File: config.mk
export PLATFORM = sky130hd
export DESIGN_NAME = sync_fifo_flat
export DESIGN_NICKNAME = d
export VERILOG_FILES = /design/src/rtl/sync_fifo_if.sv /design/src/rtl/sync_fifo.sv /design/src/flat_wrapper.sv
export SDC_FILE = /design/constraint.sdc
export NUM_CORES = 1
export LEC_CHECK = 0
export CORE_MARGIN = 5
export CORE_UTILIZATION = 55
export DETAILED_ROUTE_END_ITERATION = 16
export PLACE_DENSITY = 0.81
export SLEW_MARGIN = 20
export SYNTH_ARGS = -nofsm -noshare
export SYNTH_HDL_FRONTEND = slang
export SYNTH_SLANG_ARGS = --single-unit
File: constraint.sdc
create_clock -name clk -period 14.9 [get_ports clk]
set_input_delay 4.47 -clock clk [delete_from_list [all_inputs] [get_ports clk]]
set_output_delay 4.47 -clock clk [all_outputs]
set_load 0.005 [all_outputs]
File: src/rtl/sync_fifo_if.sv
// Handshake bundle for sync_fifo: write port, read port, level flags and sticky error flags.
// The FIFO side uses the slave modport; the producer/consumer side uses master.
interface sync_fifo_if #(
  parameter int WIDTH = 72,
  parameter int DEPTH = 16
);
  localparam int ADDR_WIDTH = $clog2(DEPTH);

  logic                  wr_en;
  logic [WIDTH-1:0]      wr_data;
  logic                  wr_full;
  logic                  wr_almost_full;
  logic                  rd_en;
  logic [WIDTH-1:0]      rd_data;
  logic                  rd_empty;
  logic                  rd_almost_empty;
  logic [ADDR_WIDTH:0]   count;
  logic                  err_clr;
  logic                  overflow;
  logic                  underflow;

  modport master (
    output wr_en, wr_data, rd_en, err_clr,
    input  wr_full, wr_almost_full, rd_data, rd_empty, rd_almost_empty,
    input  count, overflow, underflow
  );

  modport slave (
    input  wr_en, wr_data, rd_en, err_clr,
    output wr_full, wr_almost_full, rd_data, rd_empty, rd_almost_empty,
    output count, overflow, underflow
  );
endinterface

File: src/rtl/sync_fifo.sv
// Single-clock FIFO with standard (registered) or first-word-fall-through read data,
// full pass-through on simultaneous read/write, threshold flags and sticky error flags.

module sync_fifo_chk #(
  parameter int ADDR_WIDTH = 4,
  parameter int DEPTH      = 16
) (
  input logic                  clk,
  input logic                  rst,
  input logic [ADDR_WIDTH:0]   wr_ptr,
  input logic [ADDR_WIDTH:0]   rd_ptr,
  input logic [ADDR_WIDTH:0]   count
);
  localparam logic [ADDR_WIDTH:0] DEPTH_CNT = (ADDR_WIDTH+1)'(DEPTH);

  a_count_range: assert property (@(posedge clk) disable iff (rst) count <= DEPTH_CNT);
  a_ptr_count:   assert property (@(posedge clk) disable iff (rst) (wr_ptr - rd_ptr) == count);
endmodule

module sync_fifo #(
  parameter int WIDTH      = 72,
  parameter int DEPTH      = 16,
  parameter int ADDR_WIDTH = $clog2(DEPTH),
  parameter bit FWFT       = 1'b0,
  parameter int AF_THRESH  = DEPTH - 2,
  parameter int AE_THRESH  = 1
) (
  input logic        clk,
  input logic        rst,
  sync_fifo_if.slave bus
);
  localparam logic [ADDR_WIDTH:0] DEPTH_CNT = (ADDR_WIDTH+1)'(DEPTH);
  localparam logic [ADDR_WIDTH:0] AF_CNT    = (ADDR_WIDTH+1)'(AF_THRESH);
  localparam logic [ADDR_WIDTH:0] AE_CNT    = (ADDR_WIDTH+1)'(AE_THRESH);
  localparam logic [ADDR_WIDTH:0] ONE_CNT   = {{ADDR_WIDTH{1'b0}}, 1'b1};

  logic [WIDTH-1:0]    mem_r [DEPTH];
  logic [ADDR_WIDTH:0] wr_ptr_r;
  logic [ADDR_WIDTH:0] rd_ptr_r;
  logic [ADDR_WIDTH:0] count_r;
  logic                overflow_r;
  logic                underflow_r;

  logic [ADDR_WIDTH:0] wr_ptr_next_s;
  logic [ADDR_WIDTH:0] rd_ptr_next_s;
  logic [ADDR_WIDTH:0] count_next_s;
  logic                overflow_next_s;
  logic                underflow_next_s;
  logic                full_s;
  logic                empty_s;
  logic                rd_acc_s;
  logic                wr_acc_s;

  // Acceptance decode; a read on a full FIFO frees the slot the write needs.
  always_comb begin
    full_s   = (count_r == DEPTH_CNT);
    empty_s  = (count_r == '0);
    rd_acc_s = bus.rd_en && !empty_s;
    wr_acc_s = bus.wr_en && (!full_s || rd_acc_s);
  end

  // Next-state for pointers, occupancy and sticky errors; a set event beats err_clr.
  always_comb begin
    wr_ptr_next_s    = wr_ptr_r;
    rd_ptr_next_s    = rd_ptr_r;
    count_next_s     = count_r;
    overflow_next_s  = overflow_r;
    underflow_next_s = underflow_r;

    if (wr_acc_s) begin
      wr_ptr_next_s = wr_ptr_r + ONE_CNT;
    end else begin
      wr_ptr_next_s = wr_ptr_r;
    end

    if (rd_acc_s) begin
      rd_ptr_next_s = rd_ptr_r + ONE_CNT;
    end else begin
      rd_ptr_next_s = rd_ptr_r;
    end

    case ({wr_acc_s, rd_acc_s})
      2'b10:   count_next_s = count_r + ONE_CNT;
      2'b01:   count_next_s = count_r - ONE_CNT;
      default: count_next_s = count_r;
    endcase

    if (bus.wr_en && !wr_acc_s) begin
      overflow_next_s = 1'b1;
    end else if (bus.err_clr) begin
      overflow_next_s = 1'b0;
    end else begin
      overflow_next_s = overflow_r;
    end

    if (bus.rd_en && empty_s) begin
      underflow_next_s = 1'b1;
    end else if (bus.err_clr) begin
      underflow_next_s = 1'b0;
    end else begin
      underflow_next_s = underflow_r;
    end
  end

  // Control state register.
  always_ff @(posedge clk or posedge rst) begin
    if (rst) begin
      wr_ptr_r    <= '0;
      rd_ptr_r    <= '0;
      count_r     <= '0;
      overflow_r  <= 1'b0;
      underflow_r <= 1'b0;
    end else begin
      wr_ptr_r    <= wr_ptr_next_s;
      rd_ptr_r    <= rd_ptr_next_s;
      count_r     <= count_next_s;
      overflow_r  <= overflow_next_s;
      underflow_r <= underflow_next_s;
    end
  end

  // Storage array; contents survive reset since the pointers define validity.
  always_ff @(posedge clk) begin
    if (wr_acc_s) begin
      mem_r[wr_ptr_r[ADDR_WIDTH-1:0]] <= bus.wr_data;
    end
  end

  generate
    if (FWFT) begin : g_fwft
      assign bus.rd_data = mem_r[rd_ptr_r[ADDR_WIDTH-1:0]];
    end else begin : g_std
      logic [WIDTH-1:0] rd_data_r;

      // Registered read port; holds its value when no read is accepted.
      always_ff @(posedge clk or posedge rst) begin
        if (rst) begin
          rd_data_r <= '0;
        end else if (rd_acc_s) begin
          rd_data_r <= mem_r[rd_ptr_r[ADDR_WIDTH-1:0]];
        end else begin
          rd_data_r <= rd_data_r;
        end
      end

      assign bus.rd_data = rd_data_r;
    end
  endgenerate

  assign bus.count           = count_r;
  assign bus.wr_full         = full_s;
  assign bus.rd_empty        = empty_s;
  assign bus.wr_almost_full  = (count_r >= AF_CNT);
  assign bus.rd_almost_empty = (count_r <= AE_CNT);
  assign bus.overflow        = overflow_r;
  assign bus.underflow       = underflow_r;

  sync_fifo_chk #(
    .ADDR_WIDTH (ADDR_WIDTH),
    .DEPTH      (DEPTH)
  ) u_chk (
    .clk    (clk),
    .rst    (rst),
    .wr_ptr (wr_ptr_r),
    .rd_ptr (rd_ptr_r),
    .count  (count_r)
  );
endmodule
File: src/flat_wrapper.sv
// flat-port wrapper written by rule: the top's interface ports become plain ports
module sync_fifo_flat 
#(
  parameter int WIDTH      = 72,
  parameter int DEPTH      = 16,
  parameter int ADDR_WIDTH = $clog2(DEPTH),
  parameter bit FWFT       = 1'b0,
  parameter int AF_THRESH  = DEPTH - 2,
  parameter int AE_THRESH  = 1
)
  (clk, rst, bus_wr_en, bus_wr_data, bus_rd_en, bus_err_clr, bus_wr_full, bus_wr_almost_full, bus_rd_data, bus_rd_empty, bus_rd_almost_empty, bus_count, bus_overflow, bus_underflow);
  sync_fifo_if #(.WIDTH(WIDTH), .DEPTH(DEPTH)) bus_i ();
  input logic clk;
  input logic rst;
  input wire logic [$bits(bus_i.wr_en)-1:0] bus_wr_en;
  input wire logic [$bits(bus_i.wr_data)-1:0] bus_wr_data;
  input wire logic [$bits(bus_i.rd_en)-1:0] bus_rd_en;
  input wire logic [$bits(bus_i.err_clr)-1:0] bus_err_clr;
  output wire logic [$bits(bus_i.wr_full)-1:0] bus_wr_full;
  output wire logic [$bits(bus_i.wr_almost_full)-1:0] bus_wr_almost_full;
  output wire logic [$bits(bus_i.rd_data)-1:0] bus_rd_data;
  output wire logic [$bits(bus_i.rd_empty)-1:0] bus_rd_empty;
  output wire logic [$bits(bus_i.rd_almost_empty)-1:0] bus_rd_almost_empty;
  output wire logic [$bits(bus_i.count)-1:0] bus_count;
  output wire logic [$bits(bus_i.overflow)-1:0] bus_overflow;
  output wire logic [$bits(bus_i.underflow)-1:0] bus_underflow;
  assign bus_i.wr_en = bus_wr_en;
  assign bus_i.wr_data = bus_wr_data;
  assign bus_i.rd_en = bus_rd_en;
  assign bus_i.err_clr = bus_err_clr;
  assign bus_wr_full = bus_i.wr_full;
  assign bus_wr_almost_full = bus_i.wr_almost_full;
  assign bus_rd_data = bus_i.rd_data;
  assign bus_rd_empty = bus_i.rd_empty;
  assign bus_rd_almost_empty = bus_i.rd_almost_empty;
  assign bus_count = bus_i.count;
  assign bus_overflow = bus_i.overflow;
  assign bus_underflow = bus_i.underflow;
  sync_fifo #(.WIDTH(WIDTH), .DEPTH(DEPTH), .ADDR_WIDTH(ADDR_WIDTH), .FWFT(FWFT), .AF_THRESH(AF_THRESH), .AE_THRESH(AE_THRESH)) u_core (.clk(clk), .rst(rst), .bus(bus_i));
endmodule
==> flow_metrics.tcl <==
set metrics [dict create \
    outcome "completed" \
    gr-total-overflow 0 \
    hold_class "flop to flop" \
    post-route-min-period_ns 7.38 \
    combPwrFrac_pct 26.0 \
    wl_per_cell_um 30.6 \
    antenna_found_initial 5 \
    place_congestion 0.748 \
    syn_area_sq_um 47000 \
    ant_nets 0 \
    critPathCaptureType "flop" \
    synth_top_cell_area_share_pct 73.6 \
    switching_share_pct 28.7 \
    final-hold-violation-count 0 \
    synth-seq-area-share_pct 78.3 \
    first_iter_violations 2704 \
    setup_violations 0 \
    synthAdderAreaFrac_pct 0.293 \
    cts-resized-gates 0 \
    synth_xor_area_share_pct 0.205 \
    synth_fp_nets 2102 \
    crit_family "buffers and inverters" \
    drive_gt1_share_pct 23.3 \
    syn2layout_area_growth_pct 14.3 \
    cap_violations 0 \
    max_freq_ghz 0.136 \
    drt-pass1-iter-count 5 \
    clockPowerShare_pct 29.4 \
    wl_um 106000 \
    intPower_mw 7.27 \
    root_buffer "clkbuf_16" \
    routed_via_density 6.44 \
    rsz0062_at_grt "false" \
    slew_violations 0 \
    fin_crit_sh_pct 49.5 \
    core_area_sq_um 85000 \
    initial_core_util_pct 55.3 \
    via_count 22336 \
    num_rows 107 \
    final_common_cell "edfxtp_1" \
    clk_latency_ns 0.68 \
    muxShareOfSynthArea_pct 16.9 \
    slew_headroom_pct 27.4 \
    grt_pass1_wl_um 158000 \
    grt_max_degree 161 \
    cts.sink_count 1239 \
    grt_pass1_vias 23867 \
    max_stage_delay_ns 0.91 \
    tns_ns 0 \
    synth_compound_area_share_pct 1.60 \
    nets 2305 \
    final.setup_skew_ns 0.0297 \
    tritoncts "done" \
    clockBufferDepth 3 \
    hold_start "u_core.bus.rd_data[13]$_DFFE_PP0P_" \
    synth_top_family_by_area "multiplexers" \
    critPathKind "input port to flop" \
    portBuffers 159 \
    yosysUniqueCellTypes 38 \
    hold_depth 2 \
    dp_hpwl_um 53000 \
    drcViolationCount 0 \
    r2r_setup_slack_ns 10.84 \
    syn_avg_cell_area_sq_um 23.3 \
    p_switching_mw 2.93 \
    yosysTopAreaCell "edfxtp_1" \
    ys_warn_count 0 \
    critPathSlowestCell "nor2_4" \
    leakagePower_nw 17.4 \
    place_area_sq_um 49700 \
    power_density_nw_per_um2 190 \
    fp.dieH_um 302 \
    clk_pin_slew_worst_paths_ns 0.06 \
    grt_use_total_pct 23.5 \
    cts_made_buffers 114 \
    post-route-util_pct 63.1 \
    crit_chain "clkdlybuf4s50_1 -> o21a_1 -> nand2_1 -> nor2_4 -> buf_4" \
    vdd_drop_max_mv 0.172 \
    r2r-end "u_core.bus.rd_data[59]$_DFFE_PP0P_" \
    post_cts_buffers 0 \
    synthSimpleGateAreaFrac_pct 1.13 \
    postLayoutCellArea_sq_um 53700 \
    fp.dieW_um 302 \
    synth_area_leaders "edfxtp_1 74%, mux4_2 14%, dfrtp_1 4.6%, mux2i_1 3.1%, o221ai_1 1.1%" \
    io-pin-count 160 \
    htree_num_levels 3 \
    syn_inst 2014 \
    startpoint_type "input port" \
    power_frac_seq_pct 44.6 \
    ys_ff_latch 1239 \
    crit_buf_inv 2 \
    hold_buffers 0 \
    tightest_slew_ns 1.09 \
    critPathMaxFanout 43 \
    die-area_sq_um 91400 \
    r2r_start "u_core.rd_ptr_r[2]$_DFFE_PP0P_" \
    cp.arrival_ns 7.67 \
    hold_end "u_core.bus.rd_data[13]$_DFFE_PP0P_" \
    n_fill_cell 5247 \
    rr_worst_depth 5 \
    required_ns 15.19 \
    layout_common_cells "1152 x edfxtp_1, 288 x mux4_2, 159 x clkdlybuf4s50_1" \
]
==> Yosys cell counts, drive strengths merged <==
| master | instances |
|---|---|
| edfxtp | 1152 |
| mux4 | 288 |
| mux2i | 144 |
| buf | 103 |
| dfrtp | 87 |
| nand2 | 84 |
| o221ai | 71 |
| nor2 | 17 |
| ha | 11 |
| inv | 11 |
| xnor2 | 8 |
| clkbuf | 6 |
| nand2b | 5 |
| nor3 | 4 |
| o21ai | 3 |
| xor2 | 3 |
| a21oi | 2 |
| nand4 | 2 |
| nand4b | 2 |
| a2111oi | 1 |
| a311oi | 1 |
| nand3 | 1 |
| nand3b | 1 |
| nand4bb | 1 |
| nor2b | 1 |
| nor4 | 1 |
| nor4b | 1 |
| o211ai | 1 |
| o21a | 1 |
| o32ai | 1 |
==> logic make-up after synthesis <==
kind of cell	Yosys count
compound gates	81
xor+xnor	11
fa+ha+maj	11
buf+inv	120
flops	1239
mux	432
simple gates	120
==> power groups by stage <==
stage | clock network [mW] | logic [mW] | registers, mW
after floorplan | 0 | 1.90 | 4.46
after global placement | 0 | 2.52 | 4.57
after detailed placement | 0 | 2.61 | 4.60
after CTS | 3.03 | 2.68 | 4.55
after global routing | 3.20 | 2.83 | 4.58
final | 3.00 | 2.66 | 4.55
==> layer usage <==
layer  track usage, %  vias to the layer above  routed length (um)  part of all wire (%)
li1                 -                     8913                   -                     -
met1             31.7                    11756               38600                    36
met2             38.7                     1439               53500                    51
met3             5.33                      228               10100                   9.5
met4             8.28                        0                3780                   3.6
met5                0                        -                   0                     0
==> worst max path at each step <==
stage	startpoint	end	slack, ns	cells after the start
final	bus_rd_en	u_core.mem_r[10][51]$_DFFE_PP_	7.52	5
after global routing	bus_rd_en	u_core.mem_r[10][51]$_DFFE_PP_	7.38	5
after CTS	bus_rd_en	u_core.mem_r[10][51]$_DFFE_PP_	7.57	5
after detailed placement	bus_rd_en	u_core.mem_r[10][49]$_DFFE_PP_	6.98	5
after global placement	bus_rd_en	u_core.mem_r[8][42]$_DFFE_PP_	7.08	5
after floorplan	bus_rd_en	u_core.mem_r[3][0]$_DFFE_PP_	4.54	4
==> worst min-delay path, delay by kind of cell (launching register included) <==
| family | cells | cell delay (ns) |
|---|---|---|
| AOI/OAI and AO/OA | 1 | 0.06 |
| DFF | 1 | 0.34 |
| and+or+nand+nor | 1 | 0.05 |
==> metrics by stage <==
stage	power (mW)	hold WS, ns	setup WS (ns)	instances
2_1_floorplan	6.36	0.478	4.54	2014
3_3_place_gp	7.09	0.474	7.08	3243
3_5_place_dp	7.20	0.482	6.98	3243
4_1_cts	10.3	0.498	7.57	3459
5_1_grt	10.6	0.524	7.38	3463
6_report	10.2	0.492	7.52	3466
==> layout make-up <==
type / count / area [sq um] / area share, %
antenna: 5 / 12.5 / 0.0233
clock buffer: 154 / 3230 / 6.01
clock inverter: 62 / 664 / 1.24
inverter: 11 / 46.3 / 0.0862
multi-input combinational: 655 / 9570 / 17.8
sequential: 1239 / 36800 / 68.5
tap: 1144 / 1430 / 2.67
timing repair buffer: 196 / 1940 / 3.61
==> registers in the layout (all words and copies together) (netlist names) <==
| register | flops |
|---|---|
| u_core.rd_ptr_r | 4 |
| u_core.bus.rd_data | 72 |
| u_core.wr_ptr_r | 4 |
| u_core.bus.overflow | 1 |
| u_core.mem_r | 1152 |
| u_core.bus.count | 5 |
| u_core.bus.underflow | 1 |
Power figures use the tool's default switching activity.
==> patch (same flow settings) <==
`DEPTH` is set to 16 in 4 places; all go to 8.
--- a/src/rtl/sync_fifo_if.sv
+++ b/src/rtl/sync_fifo_if.sv
@@ -3,5 +3,5 @@
 interface sync_fifo_if #(
   parameter int WIDTH = 72,
-  parameter int DEPTH = 16
+  parameter int DEPTH = 8
 );
   localparam int ADDR_WIDTH = $clog2(DEPTH);
--- a/src/rtl/sync_fifo.sv
+++ b/src/rtl/sync_fifo.sv
@@ -4,5 +4,5 @@
 module sync_fifo_chk #(
   parameter int ADDR_WIDTH = 4,
-  parameter int DEPTH      = 16
+  parameter int DEPTH      = 8
 ) (
   input logic                  clk,
@@ -20,5 +20,5 @@
 module sync_fifo #(
   parameter int WIDTH      = 72,
-  parameter int DEPTH      = 16,
+  parameter int DEPTH      = 8,
   parameter int ADDR_WIDTH = $clog2(DEPTH),
   parameter bit FWFT       = 1'b0,
--- a/src/flat_wrapper.sv
+++ b/src/flat_wrapper.sv
@@ -3,5 +3,5 @@
 #(
   parameter int WIDTH      = 72,
-  parameter int DEPTH      = 16,
+  parameter int DEPTH      = 8,
   parameter int ADDR_WIDTH = $clog2(DEPTH),
   parameter bit FWFT       = 1'b0,
Interface: changed (resized bus_count); port bits go from 160 to 159. No check against the original RTL was run, so the function may have changed too.
==> patch against the unedited design <==
Maximum frequency down 2.5%. Combinational power down 35%. Area after synthesis down 45%. Synthesized cell count down 31%. Sequential cell count down 579. Count of clock-buffer cells in the layout down 71. Power down 42%. Global-route usage down 2.4 points. Routed wire length down 49%. Setup slack worse by 0.19 ns. Clock skew down 0.0066 ns. Sequential share of layout area down 3.8 points. Highest routed layer is now met5. Register-to-register slack better by 0.34 ns. Final area down 44%.
==> patch: results (changes against the unedited design) <==
Parameter                              Value

Clock tree
  Clk Latency, worst-skew pair    0.63 ns (-0.05 ns)

Drt
  Highest layer used for signal routing    met5
  Routed met2 length    27,700 um (-48%)
  Starting DRC count in detailed routing    1,228 (-55%)
  Average routed wire per standard cell    24.7 um (-19%)

Placement
  Count of input and output buffers    158 (-0.63%)
  Placed cell count    2,080 (-36%)
  Worst Setup Slack post-DPL    7.26 ns (+0.281 ns)
  Final weighted congestion in routability-driven placement    0.728 (-2.6%)
  Detailed Place HPWL    28,000 um (-47%)
  Post-placement cell area    0.0278 mm2 (-44%)

GRT
  Number of antenna violations at the first check in global routing    3 (-2)
  Met3 track utilization from global routing    4.05% (-1.3 points)
  Met2 layer usage reported by global route    35.9% (-2.8 points)
  Largest net degree at the start of global routing    189 (+17%)
  Via count of the first global-routing pass    13,700 (-43%)
  Total routing resource utilization after global routing    21.1% (-2.4 points)
  GR met1 Demand/Resource    28.7% (-3.0 points)

Synth
  Ys async rst share    12.7% (+5.7 points)
  Distinct cell type count of the synthesized netlist    33 (-13%)
  Post-synth top area share    67.2% (-6.5 points)
  Number of enable flip-flop cells after synthesis    576 (-50%)
  Cell types with the highest counts after synthesis    576 x sky130_fd_sc_hd__edfxtp_1, 146 x sky130_fd_sc_hd__mux2_2, 145 x sky130_fd_sc_hd__mux2i_1
  Post-Syn Nets    1,468 (-30%)
  Top post-synthesis cells by area    sky130_fd_sc_hd__edfxtp_1 67%, sky130_fd_sc_hd__dfrtp_1 8.2%, sky130_fd_sc_hd__mux2_2 6.4%
  Number of instances in the synthesized netlist    1,384 (-31%)
  Register area share after synthesis    75.3% (-3.0 points)

Final layout
  Net count, final    1,621 (-30%)
  Cell area after layout    0.0300 mm2 (-44%)
  Number of sequential cells in the layout    660 (-47%)
  Share of final-layout standard cells stronger than drive strength 1    21.8% (-1.5 points)
  ANT cells    2 (-3)
  Multi-input combinational cell area    0.00589 mm2 (-38%)
  Non-clock buffer share    5.99% (+2.4 points)
  Total of clock buffers placed in the layout    83 (-46%)
  Non-CTS inverters    8 (-3)
  Filler Cells Inserted    3,097 (-41%)
  Max reg flops    576 (-50%)
  Clk cell area share    7.01% (-0.25 points)

Worst setup path
  Worst Setup End Kind    output port
  Timing endpoint of the critical path    bus_rd_empty
  Worst reg2reg path endpoint    u_core.bus.rd_data[21]$_DFFE_PP0P_
  Worst Path Arrival    3.10 ns (-4.57 ns)
  R2R cell count    7 (+2)
  Slowest-stage cell, CP    sky130_fd_sc_hd__buf_4
  FF-to-FF Start    u_core.bus.count[0]$_DFFE_PP0P_
  Nature of the critical path startpoint    register
  Max incr delay on CP    0.76 ns (-0.15 ns)
  Largest fanout of any net on the critical path    76 (+77%)

Power and ir drop
  Power consumed by sequential cells    2.55 mW (-44%)
  Relative contribution of combinational cells to total power    29.5% (+3.5 points)
  IR Drop Worst-Case VDD    0.126 mV (-27%)
  Switching share of power    30.0% (+1.3 points)
  Leakage power    10.3 nW (-41%)

Status
  Run status    finished, final reports clean

Timing
  Minimum clock period    7.57 ns (+0.188 ns)
patch: how the worst min path moves through the flow:
stage	slack [ns]	depth (start not counted)	end
detailed placement	0.52	2	u_core.bus.rd_data[62]$_DFFE_PP0P_
finish	0.53	2	u_core.bus.rd_data[44]$_DFFE_PP0P_
global route	0.56	2	u_core.bus.rd_data[71]$_DFFE_PP0P_
global placement	0.51	2	u_core.bus.rd_data[0]$_DFFE_PP0P_
floorplan	0.50	2	u_core.bus.rd_data[69]$_DFFE_PP0P_
CTS	0.54	2	u_core.bus.rd_data[13]$_DFFE_PP0P_
patch: logic make-up (layout without fill, tap and decap cells):
family / after synthesis / in the layout / synth area share [%]
flops: 660 / 660 / 75.3
compound gates: 293 / 293 / 9.18
mux: 291 / 291 / 12.0
buf+inv: 94 / 299 / 2.19
simple gates: 31 / 31 / 0.695
xor+xnor: 8 / 8 / 0.272
fa+ha+maj: 7 / 7 / 0.340
other cells: 0 / 2 / 0
